==> src/rtl/encoder_4_2_seq.sv <==
// ---------------------------------------------------------------------------
// encoder_4_2_seq
//
// Registered event encoder. N request lines are captured into sticky pending
// bits. The binary index of one pending event is presented at a time on a
// valid/ready handshake. It is the inverse of the 2-to-4 decoder: the consumer
// receives and services one binary code at a time.
//
// Parameters
//   N    number of request lines (N >= 2)
//   W    width of the output index; must equal $clog2(N)
//
// Ports
//   clk   in   1   rising-edge clock
//   rst   in   1   asynchronous active-high reset
//   I     in   N   request event lines, sampled on every clk edge
//   En    in   1   capture enable; I is ignored while En=0
//   Rdy   in   1   consumer ready; a handshake completes when V=1 and Rdy=1
//   Y     out  W   registered index of the presented event
//   V     out  1   registered valid; Y is meaningful only while V=1
//   Ovf   out  1   registered one-cycle pulse: a new event merged into a bit
//                  that was already pending, so one event was lost
//   Pend  out  N   registered pending-bit vector (visibility)
//
// Build option
//   ENCODER_ROUND_ROBIN_EN  when defined, selection rotates. The search starts
//                           one index above the last served index and wraps.
//                           When undefined, the highest pending index always
//                           wins and there is no Last register.
// ---------------------------------------------------------------------------
module encoder_4_2_seq #(
    parameter int N = 4,
    parameter int W = 2
) (
    input  logic         clk,
    input  logic         rst,
    input  logic [N-1:0] I,
    input  logic         En,
    input  logic         Rdy,
    output logic [W-1:0] Y,
    output logic         V,
    output logic         Ovf,
    output logic [N-1:0] Pend
);

    typedef enum logic {
        IDLE = 1'b0,
        HOLD = 1'b1
    } state_t;

    state_t       state_q, state_d;
    logic [N-1:0] pend_q,  pend_d;
    logic [W-1:0] y_q,     y_d;
    logic         v_q,     v_d;
    logic         ovf_q,   ovf_d;

    logic         hs;          // handshake completes this cycle
    logic [N-1:0] clr_vec;     // one-hot at Y on a handshake, else zero
    logic [N-1:0] new_ev;      // gated request lines
    logic [W-1:0] sel_idx;     // index chosen from the registered pending bits

    assign hs     = (state_q == HOLD) && Rdy;
    assign new_ev = I & {N{En}};

    for (genvar gi = 0; gi < N; gi++) begin : g_clr
        assign clr_vec[gi] = hs && (y_q == W'(gi));
    end

    // -----------------------------------------------------------------------
    // Selection. This logic uses only the registered pending vector, so there
    // is no combinational path from I or Rdy to Y or V.
    // -----------------------------------------------------------------------
`ifdef ENCODER_ROUND_ROBIN_EN
    logic [W-1:0]   last_q, last_d;
    logic [2*N-1:0] pend_dbl;
    logic [N-1:0]   pend_rot;
    logic [W:0]     rr_pos;

    // Rotate so that bit j of pend_rot is pending index (last+1+j) mod N.
    // The lowest set j is then the first hit of the wrap-around scan.
    always_comb begin
        pend_dbl = {pend_q, pend_q};
        pend_rot = N'(pend_dbl >> ({1'b0, last_q} + 1'b1));
        rr_pos   = '0;
        for (int j = N - 1; j >= 0; j--) begin
            if (pend_rot[j]) begin
                rr_pos = {1'b0, last_q} + (W+1)'(j + 1);
            end
        end
        // rr_pos is at most 2N-1, so one conditional subtract gives the
        // index modulo N.
        if (rr_pos >= (W+1)'(N)) begin
            sel_idx = W'(rr_pos - (W+1)'(N));
        end else begin
            sel_idx = rr_pos[W-1:0];
        end
    end

    assign last_d = hs ? y_q : last_q;

    always_ff @(posedge clk or posedge rst) begin
        if (rst) begin
            last_q <= W'(N - 1);
        end else begin
            last_q <= last_d;
        end
    end
`else
    // Fixed priority. The loop runs upward, so the highest set index is
    // assigned last and wins.
    always_comb begin
        sel_idx = '0;
        for (int k = 0; k < N; k++) begin
            if (pend_q[k]) begin
                sel_idx = W'(k);
            end
        end
    end
`endif

    // -----------------------------------------------------------------------
    // Pending bits and overflow. A fresh request on the index that is being
    // cleared wins, so that bit stays set. That case is not an overflow,
    // because the old event was served.
    // -----------------------------------------------------------------------
    always_comb begin
        pend_d = (pend_q & ~clr_vec) | new_ev;
        ovf_d  = |(new_ev & pend_q & ~clr_vec);
    end

    // -----------------------------------------------------------------------
    // Presentation FSM
    // -----------------------------------------------------------------------
    always_comb begin
        state_d = state_q;
        y_d     = y_q;
        v_d     = v_q;
        case (state_q)
            IDLE: begin
                v_d = 1'b0;
                if (pend_q != '0) begin
                    y_d     = sel_idx;
                    v_d     = 1'b1;
                    state_d = HOLD;
                end
            end
            HOLD: begin
                // Y is left untouched on return to IDLE; only V drops.
                if (Rdy) begin
                    v_d     = 1'b0;
                    state_d = IDLE;
                end
            end
            default: begin
                v_d     = 1'b0;
                state_d = IDLE;
            end
        endcase
    end

    always_ff @(posedge clk or posedge rst) begin
        if (rst) begin
            state_q <= IDLE;
            pend_q  <= '0;
            y_q     <= '0;
            v_q     <= 1'b0;
            ovf_q   <= 1'b0;
        end else begin
            state_q <= state_d;
            pend_q  <= pend_d;
            y_q     <= y_d;
            v_q     <= v_d;
            ovf_q   <= ovf_d;
        end
    end

    assign Y    = y_q;
    assign V    = v_q;
    assign Ovf  = ovf_q;
    assign Pend = pend_q;

endmodule

==> config.mk <==
export PLATFORM = sky130hd
export DESIGN_NAME = encoder_4_2_seq
export DESIGN_NICKNAME = d
export VERILOG_FILES = /design/src/rtl/encoder_4_2_seq.sv
export SDC_FILE = /design/constraint.sdc
export NUM_CORES = 1
export LEC_CHECK = 0
export BUFFER_PORTS_ARGS = -buffer_cell sky130_fd_sc_hd__buf_2
export CAP_MARGIN = 20
export CORE_AREA = 4 4 41 43
export CTS_CLUSTER_DIAMETER = 40
export CTS_CLUSTER_SIZE = 40
export DETAILED_ROUTE_END_ITERATION = 8
export DIE_AREA = 0 0 45 47
export PLACE_DENSITY = 0.53
export SYNTH_ARGS = -nofsm -noshare
export SYNTH_HDL_FRONTEND = slang
export SYNTH_SLANG_ARGS = --single-unit
==> constraint.sdc <==
create_clock -name clk -period 3.5 [get_ports clk]
set_clock_uncertainty 0.2 [all_clocks]
set_input_delay 0.35 -clock clk [delete_from_list [all_inputs] [get_ports clk]]
set_output_delay 0.35 -clock clk [all_outputs]
set_load 0.005 [all_outputs]
==> results of run 1 <==
## cell type report
cell class                      instances  area [um^2]
Inverter                                3         11.3
Clock buffer                            4         26.3
Timing Repair Buffer                   16         85.1
Sequential cell                         9          225
Fill cell                             146          767
Tap cell                               15         18.8
Multi-Input combinational cell         29          168
## report_power, final
group / internal [uW] / leakage (uW) / switching, uW
logic: 31.3 / 0.000139 / 26.3
registers: 122 / 0.0000971 / 23.6
clock network: 43.9 / 0.0000150 / 35.5
## cells by family after synthesis
logic type,after synthesis,synth area share
flops,9,0.542
simple gates,14,0.172
buf+inv,4,0.0542
compound gates,15,0.232
## cell usage in the layout (no fill, tap or decap)
master                          instances
sky130_fd_sc_hd__buf_2                 15
sky130_fd_sc_hd__dfrtp_1                9
sky130_fd_sc_hd__o21ai_0                5
sky130_fd_sc_hd__nand2_1                5
sky130_fd_sc_hd__nor2_1                 3
sky130_fd_sc_hd__inv_1                  3
sky130_fd_sc_hd__a21oi_1                3
sky130_fd_sc_hd__clkbuf_4               3
sky130_fd_sc_hd__a22o_1                 2
sky130_fd_sc_hd__nand3_1                1
sky130_fd_sc_hd__nand4b_1               1
sky130_fd_sc_hd__o31ai_1                1
sky130_fd_sc_hd__nand4_1                1
sky130_fd_sc_hd__o311ai_1               1
sky130_fd_sc_hd__o211ai_1               1
sky130_fd_sc_hd__and2_1                 1
sky130_fd_sc_hd__a32oi_1                1
sky130_fd_sc_hd__a31oi_1                1
sky130_fd_sc_hd__and3b_1                1
sky130_fd_sc_hd__nand2b_1               1
sky130_fd_sc_hd__clkbuf_1               1
sky130_fd_sc_hd__dlygate4sd3_1          1
## sequential cells by signal (all words and copies together) (netlist names)
signal and count:
Pend 4, state_q 1, Ovf 1, Y 2
V 1
## how the worst min path moves through the flow
stage | to
floorplan | Ovf
global placement | Pend[1]
detailed placement | Pend[3]
CTS | Pend[2]
global route | Pend[2]
finish | Pend[2]
## per-layer routing
| metal | wire (um) | share of wire | vias to the layer above |
|---|---|---|---|
| met5 | 0 | 0 | - |
| met2 | 380 | 0.42 | 15 |
| li1 | - | - | 192 |
| met4 | 9 | 0.010 | 0 |
| met1 | 408 | 0.46 | 160 |
| met3 | 97 | 0.11 | 2 |
## metrics by stage
stage	std cells	total power, uW
finish	76	283
global route	76	309
CTS	76	289
detailed placement	71	206
global placement	71	206
floorplan	42	176
==> key figures, run 1 <==
Run
  • Total of max-cap violations: 0

Clock tree
  • Maximum number of buffers from clock root to sink: 2
  • Clk Latency, worst-skew pair: 0.26 ns
  • Number of sinks handled by clock tree synthesis: 9
  • Post-cts resize count: 0
  • CTS clock-pin slew for the worst setup and hold paths: 0.06 ns
  • CTS HTree Levels: 1
  • CTS Buf Count: 3
  • Root cell of the clock tree: sky130_fd_sc_hd__clkbuf_4
  • Clock tree from TritonCTS: yes
  • Number of hold buffers added after cts: 1
  • Post CTS Setup Buffer Count: 0

Route
  • Antenna-violating nets left: 0
  • Remaining DRCs: 0
  • DR vias: 369
  • Post-DR vias/cell: 4.86
  • Initial DRC count: 4
  • Final routed wire length divided by cell count: 11.8 um
  • Number of optimization iterations in the first detailed-route pass: 4
  • DRT Wirelength: 895 um

Yosys
  • Post-synthesis sequential area ratio: 0.542
  • Flops & latches, synth: 9
  • EDFF count, synth: 0
  • Post-synth ARST share: 1.00
  • Top-area cell type share of the netlist area: 0.542
  • Cell type with the largest total area after synthesis: sky130_fd_sc_hd__dfrtp_1
  • Post-synthesis instance total: 42
  • Synth Warn #: 0
  • Number of distinct library cell variants in the gate-level netlist after synthesis: 19
  • Synthesized net count: 50
  • Avg Cell Area, Syn: 9.89 um^2
  • Top cells by area in the synthesized netlist: sky130_fd_sc_hd__dfrtp_1 (54%), sky130_fd_sc_hd__o21ai_0 (6.0%), sky130_fd_sc_hd__nand2_1 (4.5%)
  • Ys flop type: sky130_fd_sc_hd__dfrtp_1
  • Leading post-synthesis cells by instance count: sky130_fd_sc_hd__dfrtp_1 (9), sky130_fd_sc_hd__nand2_1 (5), sky130_fd_sc_hd__o21ai_0 (5)
  • Post-Synthesis Cell Area: 415 um^2
  • Most used standard cell by instance count after synthesis: sky130_fd_sc_hd__dfrtp_1

GRT
  • Pin count of the biggest net entering global routing: 12
  • Initial antenna violation count: 0
  • Vias in the first global route: 362
  • Global routing met2 resource utilization: 0.164
  • Most crowded layer after global routing: met2
  • Gr ovfl total: 0
  • Met1 routing resource usage after global routing: 0.124
  • Global-route met3 utilization: 0.0690
  • Total global routing track utilization: 0.108
  • First-pass GRT wire length: 1550 um

Floorplan
  • Die Y-Extent: 47 um
  • Die X: 45 um
  • Core Box Area: 1300 um^2
  • Core Rows: 13
  • Overall die area: 2120 um^2
  • Initial core utilization: 0.319
  • Ports: 16

Setup path
  • Kind of critical path: flip-flop to output pin
  • Levels on crit path: 1
  • Kind of start point of the critical path: flip-flop
  • Data required time at the worst endpoint: 2.95 ns
  • Worst Path Buf+Inv: 1
  • Crit path from: Y[0]
  • Series of cell instances along the critical path: buf_2
  • Cell family with most CP delay: flip-flops
  • Cells on worst reg2reg path: 3
  • Maximum cell stage delay along the critical path: 0.46 ns
  • Reg2reg setup slack: 2.17 ns
  • Reg-to-reg startpoint: state_q
  • Critical Path Fanout Max: 8
  • CP arrival: 0.88 ns
  • Type of destination of the critical path: output pin
  • End of the worst register-to-register path: Ovf
  • Slowest stage cell, crit path: sky130_fd_sc_hd__dfrtp_1
  • Capture point of the worst path: Y[0]

Power
  • Total power density per cell area: 529 nW/um^2
  • Maximum vdd ir drop: 0.249 mV
  • Total leakage power: 0.000251 uW

Place
  • Routability cong.: 0.751
  • Placement Setup Slack: 2.20 ns
  • Port buffer count: 15
  • Post-place instance area: 498 um^2

STA
  • Max frequency: 0.700 GHz
  • Least-Margin Pin Slew: 0.333 ns
  • Final hold vios: 0
  • Worst hold slack: 0.0957 ns
  • Worst relative slew slack: 0.777
  • Min cycle time layout: 1.43 ns
  • Share of the cycle needed by the critical path after routing: 0.408
  • Slew Limit Fails: 0
  • # setup viols final: 0
  • Final setup TNS: 0 ns
  • RSZ-0062 raised after global routing: false
  • Setup slack after layout: 2.07 ns

Hold path
  • Min-delay worst type: input port to flip-flop
  • WHS Path Cells: 3
  • Critical hold path startpoint: I[2]

Final layout
  • Area added between synthesis and finish: 28.6%
  • Core Util, Final: 0.411
  • Layout cell share with drive strength beyond 1: 0.295
  • Net count, final: 70
  • Antenna diode instance count: 0
  • Final standard cell area without fillers: 534 um^2

Outcome
  • Status: finished, final reports clean
(Power assumes the default switching activity.)
==> run 2: changes to the inputs <==
--- a/config.mk
+++ b/config.mk
@@ -12,7 +12,7 @@
 export CTS_CLUSTER_SIZE = 40
 export DETAILED_ROUTE_END_ITERATION = 8
 export DIE_AREA = 0 0 45 47
-export PLACE_DENSITY = 0.53
+export PLACE_DENSITY = 0.55
 export SYNTH_ARGS = -nofsm -noshare
 export SYNTH_HDL_FRONTEND = slang
 export SYNTH_SLANG_ARGS = --single-unit
==> constraint.sdc (replaced) <==
create_clock -name clk -period 1.2 [get_ports clk]
set_clock_uncertainty 0.2 [all_clocks]
set_input_delay 0.12 -clock clk [delete_from_list [all_inputs] [get_ports clk]]
set_output_delay 0.12 -clock clk [all_outputs]
set_load 0.005 [all_outputs]
==> run 2 against run 1 <==
Compared with the run above:
- the run now ends with negative setup slack left
- count of clock-buffer cells in the layout did not move
- register-to-register slack worse by 2.2 ns
- cell count increased by 13%
- routed wire length is 23% higher
- first-iteration DRC count grew to 2.8 times the previous value
- via count up 18%
- sequential share of layout area shrank 7.4 points
- worst hold slack got worse by 0.058 ns
- flip-flop and latch count stayed put
- critical path depth rose by 2
- die area stayed put
- global-route usage increased by 1.8 points
- largest power group unchanged
==> key figures, run 2 (same netlist as run 1, synthesis figures left out) <==
Final layout
  • Largest register FFs: 4 (unchanged)
  • Layout cell share with drive strength beyond 1: 0.352 (+0.0570)
  • Final Non-Filler Cells: 86 (+13%)
  • Area added between synthesis and finish: 57.8%
  • Antenna diode instance count: 0 (unchanged)
  • Commonest cells after routing, fill and taps aside: sky130_fd_sc_hd__buf_2 (13), sky130_fd_sc_hd__dfrtp_1 (7), sky130_fd_sc_hd__dlygate4sd3_1 (7)
  • Most common cell after layout, fill and taps aside: sky130_fd_sc_hd__buf_2
  • Net count, final: 80 (+14%)

Power
  • Total power density per cell area: 1400 nW/um^2 (+170%)
  • Power share of the sequential group: 0.465 (-0.050)
  • Share of total power consumed by net switching: 0.301 (-0.00129)
  • Clock share of power: 0.251 (-0.030)
  • Maximum vdd ir drop: 0.775 mV (+210%)
  • Net Sw Power: 277 uW (+220%)
  • Internal portion of total power: 643 uW (+230%)
  • Total leakage power: 0.000303 uW (+21%)
  • Combinational fraction of design power: 0.284 (+0.080)

Setup path
  • CP arrival: 1.18 ns (+0.30 ns)
  • Data required time at the worst endpoint: 1.12 ns (-1.83 ns)
  • Critical Path Fanout Max: 5 (-3)
  • Type of destination of the critical path: flip-flop
  • Reg2reg setup slack: -0.05 ns (-2.22 ns)
  • Kind of critical path: flip-flop to flip-flop
  • End of the worst register-to-register path: Ovf
  • Cells on worst reg2reg path: 3 (unchanged)
  • Reg-to-reg startpoint: Y[1]
  • Kind of start point of the critical path: flip-flop

Floorplan
  • Core Rows: 13 (unchanged)
  • Overall die area: 2120 um^2 (unchanged)
  • Ports: 16 (unchanged)
  • Core Box Area: 1300 um^2 (unchanged)
  • Initial core utilization: 0.319 (unchanged)
  • Die X: 45 um (unchanged)
  • Die Y-Extent: 47 um (unchanged)

Clock tree
  • CTS clock-pin slew for the worst setup and hold paths: 0.06 ns (about the same)
  • CTS Buf Count: 3 (unchanged)
  • Number of sinks handled by clock tree synthesis: 9 (unchanged)
  • Clk Latency, worst-skew pair: 0.26 ns (about the same)
  • Maximum number of buffers from clock root to sink: 2 (unchanged)
  • Clock tree from TritonCTS: yes
  • Root cell of the clock tree: sky130_fd_sc_hd__clkbuf_4
  • CTS HTree Levels: 1 (unchanged)

STA
  • RSZ-0062 raised after global routing: true
  • Final hold vios: 0 (unchanged)
  • Slew Limit Fails: 0 (unchanged)
  • Setup slack after layout: -0.0536 ns (-2.13 ns)
  • Max frequency: 0.798 GHz
  • Least-Margin Pin Slew: 0.376 ns (+0.0428 ns)
  • Min cycle time layout: 1.25 ns
  • Share of the cycle needed by the critical path after routing: 1.04
  • Worst relative slew slack: 0.749 (-0.0285)
  • # setup viols final: 4 (+4)

GRT
  • Vias in the first global route: 413 (+14%)
  • Pin count of the biggest net entering global routing: 10 (-2)
  • First-pass GRT wire length: 1830 um (+18%)
  • Total global routing track utilization: 0.126 (+0.0181)
  • Initial antenna violation count: 0 (unchanged)
  • Gr ovfl total: 0 (unchanged)

Route
  • Final routed wire length divided by cell count: 12.8 um (+9.1%)
  • Initial DRC count: 11 (+7)
  • DRT Wirelength: 1110 um (+23%)
  • M1 wire length: 468 um (+15%)
  • DR vias: 436 (+18%)
  • Remaining DRCs: 0 (unchanged)
  • Post-DR vias/cell: 5.07 (+4.4%)
  • Number of optimization iterations in the first detailed-route pass: 4 (unchanged)
  • Antenna-violating nets left: 0 (unchanged)
  • Routed wl met2: 533 um (+40%)
  • Length of routed met3 wiring: 102 um (+5.2%)
  • Highest routed layer: met3

Hold path
  • Capture endpoint of the worst hold path: Pend[0]
  • WHS Path Cells: 4 (+1)
  • Min-delay worst type: input port to flip-flop
  • Critical hold path startpoint: Rdy

Run
  • Total of max-cap violations: 0 (unchanged)

Place
  • Port buffer count: 15 (unchanged)
  • Placed cell count: 74 (+4.2%)
  • Placement Setup Slack: -0.0238 ns (-2.22 ns)
  • Routability cong.: 0.734 (-2.2%)
  • Detailed-placement wirelength estimate: 783 um

Outcome
  • Status: finished, violations left
  • Violations in the final reports: negative setup slack
[run 2: cell count changes in the layout (fill, tap and decap cells not counted), sizes merged]
cell	delta
buf	+4
dlygate4sd3	+6
[run 2: what timing repair did]
action	in CTS	in global routing
hold buffers	7	0
gates resized for setup	4	4
hold endpoints to repair	16	0
pin swaps	0	3
setup buffers	0	1
setup endpoints to repair	3	8
[run 2: worst max-delay path: stages (launching register included)]
cell and delay (ns):
sky130_fd_sc_hd__dfrtp_1 0.41, sky130_fd_sc_hd__nand4_1 0.16, sky130_fd_sc_hd__a32oi_1 0.23, sky130_fd_sc_hd__a31oi_1 0.12
[run 2: worst max-delay path by stage]
stage | start | endpoint | slack [ns] | depth (start not counted)
6_report | Y[1] | Ovf | -0.05 | 3
5_1_grt | Y[1] | Ovf | -0.15 | 3
4_1_cts | Y[0] | Y[0] | -0.07 | 2
3_5_place_dp | Y[1] | Ovf | -0.02 | 3
3_3_place_gp | Y[1] | Ovf | 0.008 | 3
2_1_floorplan | Y[1] | Ovf | 0.003 | 3
[run 2: cell type report]
cell class / instances / area [um^2]
well taps: 15 / 18.8
fillers: 130 / 646
multi-input cells: 29 / 173
clock buffers: 4 / 26.3
repair buffers: 26 / 199
flip-flops and latches: 9 / 228
inverters: 3 / 11.3
[run 2: routing by layer]
metal  track usage  vias to the layer above
met5             0                        -
met4        0.0351                        0
met3        0.0728                        0
met2         0.203                       13
met1         0.142                      209
li1              -                      214
[run 2: power groups by stage]
stage | Sequential [uW] | Combinational [uW] | Clock, uW
after floorplan | 421 | 91.1 | 0
after global placement | 424 | 203 | 0
after detailed placement | 425 | 205 | 0
after CTS | 424 | 251 | 240
after global routing | 437 | 289 | 258
final | 428 | 261 | 231
[run 2: through the flow]
step | total power [uW] | area, um^2 | hold WS [ns] | TNS, ns | utilization
2_1_floorplan | 512 | 415 | -0.252 | 0 | -
3_3_place_gp | 627 | 520 | -0.0980 | 0 | 0.400
3_5_place_dp | 630 | 520 | -0.0939 | -0.0238 | 0.400
4_1_cts | 915 | 637 | 0.0197 | -0.178 | 0.489
5_1_grt | 985 | 656 | 0.0732 | -0.568 | 0.504
6_report | 919 | 656 | 0.0375 | -0.165 | 0.504
